$ cat src/rtl/sword_pkg.sv
// Shared types and helpers for the sword-attack sequencer and sprite address logic.
// Frame-count helpers keep zero-length phases at one frame.
package sword_pkg;

    typedef enum logic [2:0] {
        IDLE,
        WINDUP,
        STRIKE,
        RECOVER,
        COOLDOWN
    } atk_state_t;

    typedef enum logic [1:0] {
        UP,
        DOWN,
        LEFT,
        RIGHT
    } dir_t;

    localparam int SCREEN_W = 640;
    localparam int SCREEN_H = 480;

    // Counter reload value: a phase of f frames counts f-1 down to 0.
    function automatic int frame_load(input int f);
        return (f > 0) ? f - 1 : 0;
    endfunction

    function automatic int max2(input int a, input int b);
        return (a > b) ? a : b;
    endfunction

endpackage

$ cat src/rtl/sprite_box_addr.sv
// Sprite bounding-box test with registered ROM address and on-mask.
// Offsets are 11-bit signed so positions left/above the sprite never alias.
module sprite_box_addr
    import sword_pkg::*;
#(
    parameter int SPR_W = 32,
    parameter int SPR_H = 32
) (
    input  logic       clk,
    input  logic       rst_n,
    input  logic       visible,
    input  logic [9:0] sprite_x,
    input  logic [9:0] sprite_y,
    input  logic [9:0] draw_x,
    input  logic [9:0] draw_y,
    output logic [9:0] addr,
    output logic       on
);

    logic [10:0] dx;
    logic [10:0] dy;
    logic [20:0] lin;
    logic        in_box;
    logic        on_screen;

    // Pixel offsets relative to the sprite origin and the box test.
    always_comb begin
        dx = {1'b0, draw_x} - {1'b0, sprite_x};
        dy = {1'b0, draw_y} - {1'b0, sprite_y};
        on_screen = ({22'b0, draw_x} < SCREEN_W) &&
                    ({22'b0, draw_y} < SCREEN_H);
        in_box = !dx[10] && !dy[10] &&
                 (dx < 11'(SPR_W)) && (dy < 11'(SPR_H)) &&
                 on_screen;
        lin = 21'(dy) * 21'(SPR_W) + 21'(dx);
    end

    // Address and mask share one register stage to line up with ROM q.
    always_ff @(posedge clk or negedge rst_n) begin
        if (!rst_n) begin
            addr <= '0;
            on   <= 1'b0;
        end else begin
            addr <= in_box ? lin[9:0] : '0;
            on   <= visible & in_box;
        end
    end

endmodule

$ cat src/rtl/sword_attack_sequencer.sv
// Sword attack FSM: wind-up, strike, recover, cooldown stepped on frame ticks.
// Drives frame select and, via sprite_box_addr, the per-pixel ROM address.
module sword_attack_sequencer
    import sword_pkg::*;
#(
    parameter int SPR_W      = 32,
    parameter int SPR_H      = 32,
    parameter int WINDUP_F   = 4,
    parameter int STRIKE_F   = 8,
    parameter int RECOVER_F  = 4,
    parameter int COOLDOWN_F = 6
) (
    input  logic       vga_clk,
    input  logic       reset_n,
    input  logic       frame_tick,
    input  logic       attack_btn,
    input  logic [1:0] facing,
    input  logic [9:0] link_x,
    input  logic [9:0] link_y,
    input  logic [9:0] DrawX,
    input  logic [9:0] DrawY,
    output logic [9:0] rom_address,
    output logic [2:0] frame_sel,
    output logic       sprite_on,
    output logic       busy,
    output logic       attack_done
);

    localparam int MAXF = max2(max2(WINDUP_F, STRIKE_F),
                               max2(RECOVER_F, COOLDOWN_F));
    localparam int CW   = (MAXF > 0) ? $clog2(MAXF + 1) : 1;

    localparam logic [CW-1:0] LD_W = CW'(frame_load(WINDUP_F));
    localparam logic [CW-1:0] LD_S = CW'(frame_load(STRIKE_F));
    localparam logic [CW-1:0] LD_R = CW'(frame_load(RECOVER_F));
    localparam logic [CW-1:0] LD_C = CW'(frame_load(COOLDOWN_F));

    atk_state_t    state;
    dir_t          dir;
    logic [CW-1:0] cnt;
    logic          btn_q;
    logic          pending;
    logic          vis;
    logic          rise;

    assign rise = attack_btn & ~btn_q;

    // Phase sequencing; every state/dir/phase change happens on frame_tick.
    always_ff @(posedge vga_clk or negedge reset_n) begin
        if (!reset_n) begin
            state       <= IDLE;
            dir         <= UP;
            cnt         <= '0;
            btn_q       <= 1'b0;
            pending     <= 1'b0;
            vis         <= 1'b0;
            busy        <= 1'b0;
            frame_sel   <= 3'b000;
            attack_done <= 1'b0;
        end else begin
            btn_q       <= attack_btn;
            attack_done <= 1'b0;
            unique case (state)
                IDLE: begin
                    if (frame_tick && (pending || rise)) begin
                        state     <= WINDUP;
                        dir       <= dir_t'(facing);
                        cnt       <= LD_W;
                        pending   <= 1'b0;
                        vis       <= 1'b1;
                        busy      <= 1'b1;
                        frame_sel <= {facing, 1'b0};
                    end else if (rise) begin
                        pending <= 1'b1;
                    end
                end
                WINDUP: begin
                    if (frame_tick) begin
                        if (cnt == '0) begin
                            state     <= STRIKE;
                            cnt       <= LD_S;
                            frame_sel <= {dir, 1'b1};
                        end else begin
                            cnt <= cnt - 1'b1;
                        end
                    end
                end
                STRIKE: begin
                    if (frame_tick) begin
                        if (cnt == '0) begin
                            state     <= RECOVER;
                            cnt       <= LD_R;
                            frame_sel <= {dir, 1'b0};
                        end else begin
                            cnt <= cnt - 1'b1;
                        end
                    end
                end
                RECOVER: begin
                    if (frame_tick) begin
                        if (cnt == '0) begin
                            state       <= COOLDOWN;
                            cnt         <= LD_C;
                            vis         <= 1'b0;
                            attack_done <= 1'b1;
                        end else begin
                            cnt <= cnt - 1'b1;
                        end
                    end
                end
                COOLDOWN: begin
                    if (frame_tick) begin
                        if (cnt == '0) begin
                            state     <= IDLE;
                            cnt       <= '0;
                            busy      <= 1'b0;
                            frame_sel <= 3'b000;
                        end else begin
                            cnt <= cnt - 1'b1;
                        end
                    end
                end
                default: begin
                    state     <= IDLE;
                    vis       <= 1'b0;
                    busy      <= 1'b0;
                    frame_sel <= 3'b000;
                end
            endcase
        end
    end

    sprite_box_addr #(
        .SPR_W (SPR_W),
        .SPR_H (SPR_H)
    ) u_box (
        .clk      (vga_clk),
        .rst_n    (reset_n),
        .visible  (vis),
        .sprite_x (link_x),
        .sprite_y (link_y),
        .draw_x   (DrawX),
        .draw_y   (DrawY),
        .addr     (rom_address),
        .on       (sprite_on)
    );

endmodule

$ cat config.mk
export PLATFORM = sky130hd
export DESIGN_NAME = sword_attack_sequencer
export DESIGN_NICKNAME = d
export VERILOG_FILES = /design/src/rtl/sword_pkg.sv /design/src/rtl/sprite_box_addr.sv /design/src/rtl/sword_attack_sequencer.sv
export SDC_FILE = /design/constraint.sdc
export NUM_CORES = 1
export LEC_CHECK = 0
export BUFFER_PORTS_ARGS = -buffer_cell sky130_fd_sc_hd__buf_2
export CORE_AREA = 2 2 95 97
export CTS_CLUSTER_SIZE = 24
export DETAILED_ROUTE_END_ITERATION = 10
export DIE_AREA = 0 0 97 99
export PLACE_DENSITY_LB_ADDON = 0.1
export SETUP_SLACK_MARGIN = 0.3
export SYNTH_ARGS = -nofsm -noshare
export SYNTH_HDL_FRONTEND = slang
export SYNTH_SLANG_ARGS = --single-unit
$ cat constraint.sdc
create_clock -name vga_clk -period 3.59 [get_ports vga_clk]
set_clock_uncertainty 0.15 [all_clocks]
set_input_delay 0.1795 -clock vga_clk [delete_from_list [all_inputs] [get_ports vga_clk]]
set_output_delay 0.1795 -clock vga_clk [all_outputs]
set_load 0.1 [all_outputs]
After elaboration in Yosys (flattened, before gate mapping)
Index checks and enable logic that the tools add are counted.
Storage, ports and cells
  register bits: 28
  input bits: 46
  output and inout bits: 16
Cells by class
  $add $sub $neg: 4
  $lt $le $gt $ge: 4
  eq/ne operators: 13
  multiplexer cells: 37
  bitwise operators: 6
  reductions and logical operators: 22
Operators with widths (count)
  3-bit two-way mux: 14
  4-bit two-way mux: 9
  3-bit case mux with 5 select lines: 2
  11-bit by 6-bit < comparator with 1-bit output, second input constant: 2
  10-bit by 10-bit subtractor with 11-bit output: 2
  4-bit case mux with 5 select lines: 1
  2-bit inequality test, second input constant: 9
  10-bit adder: 1
  10-bit < comparator, second input constant: 1
  10-bit by 9-bit < comparator with 1-bit output, second input constant: 1
  10-bit two-way mux: 1
  9-bit AND reduction: 1
  1-bit two-way mux: 8
  4-bit AND reduction: 2
  8-bit AND reduction: 1
  3-bit by 2-bit equality test with 1-bit output, second input constant: 2
  1-bit logical AND: 6
  1-bit case mux with 3 select lines: 2
  6-bit AND reduction: 1
  3-bit OR reduction: 2
  5-bit nonzero test: 1
  4-bit zero test: 1
  1-bit inverter: 4
  2-bit AND reduction: 2
  8 further kinds: 10

Longest topological paths before layout
Gate-level depths: netlist of run 1.
  depth in word-level cells: 7
  mapped depth: 13

By module
A second synthesis of run 1 with hierarchy kept.
Second synthesis, totals
  cells, all modules: 265
  area, all modules: 2377.3 sq um
By module, submodules not included
  sprite_box_addr: times used 1, cells each 169, area an instance 1447.6 sq um, sequential area each 275.3 sq um
  sword_attack_sequencer: times used 1, cells each 96, area an instance 929.6 sq um, sequential area each 425.4 sq um

Worst setup path after synthesis of run 1
No wires, ideal clock.
  path kind: input to register
  start: input link_x[1]
  end: register u_box.addr[9]
  setup time: 0.126 ns
  arrival time: 2.539 ns
  path slack: 0.775 ns
  stages: 13
  cells stage by stage: inv_1 ha_1 nor2b_1 o21ai_1 a21boi_1 o211ai_1 and3_1 ha_1 fa_1 a21o_1 maj3_1 xnor2_1 nor3_2
On the way
  cells in the longest elaborated chain, start to end: 7
RTL lines
  from (decl): line sword_attack_sequencer.sv:18  | input logic [9:0] link_x,
  10-bit by 10-bit subtractor with 11-bit output (*): line sprite_box_addr.sv:28  | dx = {1'b0, draw_x} - {1'b0, sprite_x};
  branches (longest 5 deep; another with 11-bit by 6-bit < comparator with 1-bit output)
  10-bit two-way mux (*): line sprite_box_addr.sv:44  | addr <= in_box ? lin[9:0] : '0;
  to (signal assigned): line sprite_box_addr.sv:44
  to (decl): line sprite_box_addr.sv:16  | output logic [9:0] addr,
Every way passes the cells marked *.
A chain may end at the register's enable or synchronous reset.

Worst setup path after layout of run 1
Ends and elaborated chain as after synthesis.

==> flow_summary.json, run 1 <==
{
  "rsz0062_at_grt": "false",
  "vias": 2278,
  "syn_area_um2": 2520,
  "overflow": 0,
  "worst-path-max-fanout": 3,
  "synth.area.top_cells": "dfrtp_1 28%, ha_1 12%, inv_1 5.1%",
  "relSlewSlack_pct": 39.5,
  "clk_pin_slew_ns": 0.10,
  "drc_errors": 0,
  "crit_type": "input pin to register",
  "cts_setup_buffers": 0,
  "synth_edf_count": 0,
  "synth_area_leader_cell": "dfrtp_1",
  "clock-root-buffer": "clkbuf_8",
  "ff_latch_area_um2": 701,
  "max_freq_mhz": 349,
  "p_total_mw": 1.59,
  "cp.arrival_ns": 2.85,
  "instances_no_fill": 464,
  "setup_viol": 0,
  "placed_cells": 455,
  "worstPathRequired_ns": 3.57,
  "antenna_left": 0,
  "grt_usage_pct": 12.9,
  "ys_seq_area_share_pct": 27.8,
  "ys_warn_count": 0,
  "worstSetupStartpointType": "input pin",
  "fillers": 912,
  "fin_nets": 430,
  "finalSetupTns_ns": 0,
  "final_core_util_pct": 35.8,
  "ys_ff_latch": 28,
  "n_antenna_cell": 0,
  "place_hpwl_mm": 4.73,
  "clock_latency_ns": 0.27,
  "slowest_delay_ns": 0.40,
  "tritoncts": "done",
  "powerDensity_nw_per_um2": 519,
  "drive_above_1_share_pct": 24.2,
  "worst_path_most_repeated_cell": "ha_1",
  "ir_worst_vdd_v": 0.000241,
  "area_delta_synth_final_pct": 21.7,
  "worstPathCellList": "buf_2 -> inv_1 -> ha_1 -> nor2b_1 -> o21ai_1 -> a21boi_1 -> o211ai_1 -> and3_1 -> ha_1 -> fa_1 -> a21o_1 -> maj3_1 -> xnor2_1 -> nor3_2",
  "worst_pin_slew_ns": 0.904,
  "grt_pass1_wl_mm": 10.6,
  "outcome": "completed",
  "die_area_um2": 9600,
  "drt_iter0_markers": 47,
  "wl_per_cell_um": 12.7,
  "routed_via_density": 4.91,
  "cts.sinks": 28,
  "numCtsBuffers": 3,
  "drv_slew": 0,
  "cts_resized": 0,
  "async_reset_ff_share_pct": 100,
  "cp-end-kind": "register",
  "synth_top_area_share_pct": 27.8,
  "dieHeight_um": 99,
  "die_w_um": 97,
  "maxCapViolCount": 0,
  "synth_fp_nets": 364,
  "multiInputGateArea_um2": 1650,
  "antenna_found_initial": 0,
  "finalHoldViolations": 0,
  "port-buffer-count": 61,
  "initial_utilization_pct": 29.4,
  "drt_pass1_iterations": 4,
  "hold_ws_ns": 0.0503,
  "synth_cell_types": 57,
  "power_leakage_nw": 1.50,
  "finalCritPeriodShare_pct": 79.9,
  "grt_start_max_net_pins": 29,
  "grt_pass1_vias": 2310,
  "synthCells": 291,
  "slowest_stage": "fa_1",
  "avgSynthCellArea_um2": 8.65,
  "min_path_type": "input pin to register",
  "fin_crit_ns": 2.87,
  "synthFlopType": "dfrtp_1",
  "cts_buffer_depth": 2,
  "design.core.area_um2": 8550,
  "gp_congestion": 0.779,
  "cts_htree_levels": 1,
  "wl_mm": 5.88,
  "pin_count": 62,
  "num_rows": 34
}
per-layer routing:
layer | up-vias | part of all wire [%] | global-route usage (%)
li1 | 1182 | - | -
met1 | 1052 | 47 | 16.3
met2 | 40 | 49 | 23.9
met3 | 4 | 2.9 | 1.49
met4 | 0 | 0.99 | 2.60
met5 | - | 0 | 0
where the power goes:
| group | internal, mW | switching [mW] | leakage (nW) |
|---|---|---|---|
| combinational | 0.333 | 0.517 | 1.11 |
| sequential | 0.390 | 0.100 | 0.356 |
| clock | 0.149 | 0.0997 | 0.0357 |
registers in the layout (all words and copies together), names as in the netlist:
name / cells
vis: 1
u_box.addr: 10
pending: 1
attack_done: 1
cnt: 4
frame_sel: 3
state: 3
btn_q: 1
u_box.on: 1
dir: 2
busy: 1
cell type report:
type	instances	share of cell area, %
Clock inverter	1	0.981
Sequential cell	28	22.9
Clock buffer	3	1.35
Multi-Input combinational cell	221	53.9
Timing Repair Buffer	69	12.3
Tap cell	108	4.41
Inverter	34	4.17
stage by stage:
| stage | setup WS, ns | instance area (µm²) |
|---|---|---|
| floorplan | 0.775 | 2520 |
| global placement | 0.489 | 2940 |
| detailed placement | 0.418 | 2940 |
| CTS | 0.710 | 3060 |
| global route | 0.440 | 3060 |
| finish | 0.723 | 3060 |
logic make-up (layout without fill, tap and decap cells):
logic type	count (synthesis)	in the layout	synth area share [%]
adders and majority gates	28	28	14.7
buffers and inverters	42	107	6.61
xor gates and xnor gates	11	11	3.83
DFF	28	28	27.8
and+or+nand+nor	94	94	21.9
muxes	6	6	2.49
AOI/OAI and AO/OA	82	82	22.6
placed cells by master, fill, tap and decap left out, types with 4 or more instances in the layout:
cell type      instances
buf_2                 61
inv_1                 34
dfrtp_1               28
ha_1                  24
nor2_1                23
a21oi_1               16
nand2_1               15
o21ai_0               15
o21a_1                 8
nor2b_1                7
nand2b_1               7
xnor2_1                7
nor3_2                 7
nor3_1                 6
a21o_1                 6
dlygate4sd3_1          5
xor2_1                 4
o22ai_1                4
nor4_1                 4
mux2i_1                4
nand3_1                4
critical path, delay by kind of cell:
kind | cells | cell delay (ns)
adders and majority gates | 4 | 1.23
AOI/OAI and AO/OA | 4 | 0.73
and+or+nand+nor | 3 | 0.39
xor gates and xnor gates | 1 | 0.18
buffers and inverters | 2 | 0.15
Yosys cell counts, types with 7 or more instances:
cell type / number
inv_1: 34
a21oi_1: 16
o21ai_0: 15
nand2b_1: 7
xnor2_1: 7
nand2_1: 15
o21a_1: 8
ha_1: 24
nor2b_1: 7
dfrtp_1: 28
nor3_2: 7
nor2_1: 23
final timing paths:
| kind | end | from | slack (ns) | depth (start not counted) |
|---|---|---|---|---|
| max | u_box.addr[9] | link_x[1] | 0.72 | 14 |
| min | u_box.addr[0] | link_x[0] | 0.05 | 3 |
| max reg2reg | frame_sel[2] | cnt[0] | 1.30 | 9 |
| min reg2reg | cnt[3] | cnt[3] | 0.36 | 1 |
| max in group asynchronous | frame_sel[2] | reset_n | 2.56 | 2 |
| min in group asynchronous | frame_sel[0] | reset_n | 0.30 | 2 |
repair_timing:
item	in CTS	in global routing
endpoints found under the setup margin	0	0
hold buffers	5	0
hold endpoints to repair	32	0
(Power assumes the default switching activity.)
==> run 2: changes to the inputs <==
clock period = 2.5 ns   (was 3.59 ns; I/O delays follow)
==> flow_summary.json, run 2 (same netlist as run 1, synthesis figures left out) <==
{
  "multiInputGateArea_um2": 1850,
  "numCtsBuffers": 3,
  "cts_htree_levels": 1,
  "drc_errors": 0,
  "cp-end-kind": "register",
  "power_leakage_nw": 1.75,
  "worstPathRequired_ns": 2.56,
  "finalCritPeriodShare_pct": 96.3,
  "crit_type": "input pin to register",
  "drt_pass1_iterations": 4,
  "vias": 2455,
  "relSlewSlack_pct": 57.5,
  "power.switching_mw": 1.10,
  "finalSetupTns_ns": 0,
  "regMostFlops": "u_box.addr",
  "startpoint": "link_x[1]",
  "worstSetupStartpointType": "input pin",
  "outcome": "completed",
  "cp.buffers_inverters": 2,
  "reg2reg_from": "cnt[0]",
  "wl_per_cell_um": 12.2,
  "grtUsageMet2_pct": 22.9,
  "grt_pass1_wl_mm": 10.5,
  "use_met1_pct": 16.4,
  "holdCritStartpoint": "DrawX[1]",
  "slowest_stage": "fa_2",
  "fin_nets": 473,
  "area_delta_synth_final_pct": 44.1,
  "drv_slew": 0,
  "slowest_delay_ns": 0.36,
  "place_hpwl_mm": 4.92,
  "crit_family": "adder cells",
  "clock-root-buffer": "clkbuf_8",
  "finalHoldViolations": 0,
  "dieHeight_um": 99,
  "powerDensity_nw_per_um2": 687,
  "rsz0062_at_grt": "true",
  "seqPwrFrac_pct": 28.4,
  "placed_cells": 494,
  "antenna_left": 0,
  "initial_utilization_pct": 29.4,
  "setup_ws_ns": 0.0914,
  "ir_worst_vdd_v": 0.000344,
  "routed_via_density": 4.84,
  "p_clk_share_pct": 14.8,
  "instances_no_fill": 507,
  "r2r_slack_ns": 0.54,
  "setup_viol": 0,
  "gp_congestion": 0.806,
  "ff_latch_area_um2": 701,
  "power_frac_comb_pct": 56.8,
  "cts.sinks": 28,
  "largest_reg_flops": 10,
  "grt_usage_pct": 12.7,
  "cp.arrival_ns": 2.47,
  "cts_buffer_depth": 2,
  "clock_latency_ns": 0.28,
  "overflow": 0,
  "clk_pin_slew_ns": 0.10,
  "maxCapViolCount": 0,
  "worst_pin_slew_ns": 0.638,
  "n_antenna_cell": 0,
  "dp_slack_ns": -0.306,
  "pin_count": 62,
  "worst-path-max-fanout": 3,
  "top_regs": "u_box.addr (10), cnt (4)",
  "max_freq_mhz": 415,
  "final_common_cell": "buf_2",
  "tritoncts": "done",
  "drt_iter0_markers": 78,
  "design.core.area_um2": 8550,
  "drive_above_1_share_pct": 39.1,
  "fillers": 881,
  "wl_mm": 6.19,
  "grt_pass1_vias": 2407,
  "switching_share_pct": 44.1,
  "grt_start_max_net_pins": 29,
  "grt.busiest_layer": "met2",
  "min_path_type": "input pin to register",
  "die_w_um": 97,
  "antenna_found_initial": 0,
  "layout_common_cells": "60 x buf_2, 42 x buf_4, 31 x inv_1",
  "power.internal_mw": 1.39,
  "die_area_um2": 9600,
  "port-buffer-count": 61,
  "worstPathCellList": "buf_2 -> inv_1 -> ha_1 -> nor2b_4 -> o21ai_2 -> a21boi_2 -> o211ai_1 -> and3_4 -> ha_4 -> fa_2 -> a21o_1 -> maj3_2 -> xnor2_2 -> nor3_2",
  "num_rows": 34,
  "grtUsageMet3_pct": 1.06,
  "fin_crit_ns": 2.41
}
## run 2: final timing paths
kind | end | cells after the start
min | u_box.addr[1] | 4
max reg2reg | frame_sel[1] | 9
max | u_box.addr[9] | 14
min in group asynchronous | frame_sel[1] | 2
max in group asynchronous | u_box.addr[5] | 2
min reg2reg | cnt[1] | 2
## run 2: power groups by stage
stage	Sequential, mW	Clock (mW)	Combinational (mW)
floorplan	0.861	0	0.861
global placement	0.714	0	1.36
detailed placement	0.713	0	1.36
CTS	0.705	0.378	1.39
global route	0.728	0.391	1.58
finish	0.706	0.369	1.41
## run 2: cell type report
class	instances	area share, %
Inverter	34	3.86
Multi-Input combinational cell	221	51.1
Tap cell	108	3.73
Clock buffer	3	1.14
Clock inverter	1	0.828
Sequential cell	28	19.3
Timing Repair Buffer	112	20.0
## run 2: tightest hold or removal path: cells and delay by family
kind / cells / cell delay, ns
adders and majority gates: 1 / 0.20
buffers and inverters: 2 / 0.18
and+or+nand+nor: 1 / 0.04
## run 2: routing by layer
layer / part of all wire (%) / routed length (µm)
met5: 0 / 0
met4: 1.4 / 84
met3: 2.6 / 158
met2: 50 / 3070
met1: 46 / 2870
## run 2: what timing repair did
action,in CTS,in global routing
pin swaps,5,9
resized for setup,7,15
cloned,0,0
endpoints found under the setup margin,11,14
hold buffers,6,0
hold endpoints to repair,33,0
setup buffers,1,2
## run 2: metrics by stage
stage / hold slack, ns / utilization (%) / power [mW] / instance area (µm²)
after floorplan: -0.321 / - / 1.72 / 2650
after global placement: 0.0349 / 39.3 / 2.08 / 3360
after detailed placement: 0.0404 / 39.3 / 2.08 / 3360
after CTS: 0.134 / 41.3 / 2.47 / 3530
after global routing: 0.138 / 42.4 / 2.70 / 3630
final: 0.136 / 42.4 / 2.49 / 3630
==> run 3: changes to the inputs <==
CORE_AREA = 2 2 113 82   (was 2 2 95 97)
DIE_AREA = 0 0 115 84   (was 0 0 97 99)
==> flow_summary.json, run 3 (same netlist as run 1, synthesis figures left out) <==
{
  "worstPathCellList": "buf_8 -> inv_12 -> ha_4 -> fa_2 -> nor2b_4 -> o311a_4 -> o21a_1 -> or4_4 -> a221oi_2 -> nand4b_1 -> buf_4 -> nor3b_2",
  "grt_usage_pct": 13.8,
  "drt_iter0_markers": 134,
  "wl_per_cell_um": 13.2,
  "drt_pass1_iterations": 5,
  "routed_via_density": 4.78,
  "drc_errors": 0,
  "slowest_delay_ns": 0.48,
  "worst-path-max-fanout": 5,
  "die_area_um2": 9660,
  "top_regs": "u_box.addr (10), cnt (4)",
  "cp.buffers_inverters": 3,
  "numCtsBuffers": 3,
  "fin_nets": 474,
  "fillers": 876,
  "die_w_um": 115,
  "setup_viol": 0,
  "vias": 2428,
  "final_common_cell": "buf_2",
  "rsz0062_at_grt": "true",
  "cts_htree_levels": 1,
  "powerDensity_nw_per_um2": 718,
  "area_delta_synth_final_pct": 46.4,
  "ir_worst_vdd_v": 0.000339,
  "drv_slew": 0,
  "finalCritPeriodShare_pct": 97.8,
  "port-buffer-count": 61,
  "outcome": "completed",
  "design.core.area_um2": 8710,
  "antenna_found_initial": 0,
  "regMostFlops": "u_box.addr",
  "p_total_mw": 2.64,
  "gp_congestion": 0.825,
  "clock-root-buffer": "clkbuf_16",
  "max_freq_mhz": 409,
  "n_antenna_cell": 0,
  "holdCritStartpoint": "link_x[1]",
  "cts.sinks": 28,
  "largest_reg_flops": 10,
  "cp.arrival_ns": 2.48,
  "grt_pass1_wl_mm": 11.1,
  "min_path_type": "input pin to register",
  "place_hpwl_mm": 5.21,
  "cp-end-kind": "register",
  "layout_common_cells": "58 x buf_2, 44 x buf_4, 30 x inv_1",
  "initial_utilization_pct": 28.9,
  "cts_buffer_depth": 2,
  "r2r_slack_ns": 0.45,
  "clk_pin_slew_ns": 0.07,
  "crit_family": "simple AND/OR/NAND/NOR gates",
  "ff_latch_area_um2": 701,
  "fin_crit_ns": 2.44,
  "worstPathRequired_ns": 2.54,
  "overflow": 0,
  "crit_type": "input pin to register",
  "worst_pin_slew_ns": 0.635,
  "num_rows": 29,
  "hold_ws_ns": 0.199,
  "dieHeight_um": 84,
  "tritoncts": "done",
  "finalHoldViolations": 0,
  "antenna_left": 0,
  "maxCapViolCount": 0,
  "grt_pass1_vias": 2337,
  "startpoint": "DrawY[0]",
  "drive_above_1_share_pct": 40.0,
  "relSlewSlack_pct": 57.7,
  "wl_mm": 6.70,
  "reg2reg_from": "cnt[0]",
  "pin_count": 62,
  "worstSetupStartpointType": "input pin",
  "grt_start_max_net_pins": 29,
  "power_leakage_nw": 1.79,
  "clock_latency_ns": 0.26,
  "finalSetupTns_ns": 0,
  "slowest_stage": "or4_4",
  "multiInputGateArea_um2": 1850
}
[run 3: cell types whose count changed in the layout (fill, tap and decap cells not counted), sizes merged]
cell / delta
buf: +1
[run 3: metal layers]
layer | vias to the layer above | track usage [%] | share of wire [%]
li1 | 1265 | - | -
met1 | 1109 | 22.0 | 55
met2 | 52 | 19.8 | 41
met3 | 2 | 2.61 | 4.4
met4 | 0 | 0.986 | 0.25
met5 | - | 0 | 0
[run 3: layout make-up]
cell class	count	share of cell area (%)
Timing Repair Buffer	113	20.3
Multi-Input combinational cell	221	50.3
Clock buffer	3	2.04
Tap cell	108	3.67
Sequential cell	28	19.0
Clock inverter	1	0.815
Inverter	34	3.87
[run 3: final timing paths]
check / to / cells past startpoint
setup / recovery: u_box.addr[6] / 12
hold / removal: u_box.addr[1] / 4
setup reg to reg: frame_sel[1] / 9
hold reg to reg: busy / 2
max in group asynchronous: state[0] / 2
min in group asynchronous: u_box.on / 2
[run 3: per-stage QoR]
| stage | instance area, µm² | instances | worst slack (ns) | utilization (%) |
|---|---|---|---|---|
| finish | 3680 | 508 | 0.0559 | 42.3 |
| global route | 3680 | 508 | -0.0637 | 42.3 |
| CTS | 3580 | 503 | 0.0130 | 41.1 |
| detailed placement | 3360 | 491 | -0.302 | 38.6 |
| global placement | 3360 | 491 | -0.282 | 38.6 |
| floorplan | 2650 | 291 | -0.0462 | - |
[run 3: power by group]
group | internal (mW) | total, mW | switching [mW]
clock network | 0.319 | 0.473 | 0.154
registers | 0.561 | 0.708 | 0.147
logic | 0.633 | 1.46 | 0.831
[run 3: worst min-delay path: cells and delay by family]
kind,cells,cell delay [ns]
and+or+nand+nor,1,0.04
adders and majority gates,1,0.21
buffers and inverters,2,0.19
[run 3: what timing repair did]
item	in CTS	in global routing
setup endpoints to repair	11	13
endpoints found under the hold margin	32	1
pin swaps	10	19
cloned	1	0
hold buffers	5	1
setup buffers	2	4
gates resized for setup	10	18
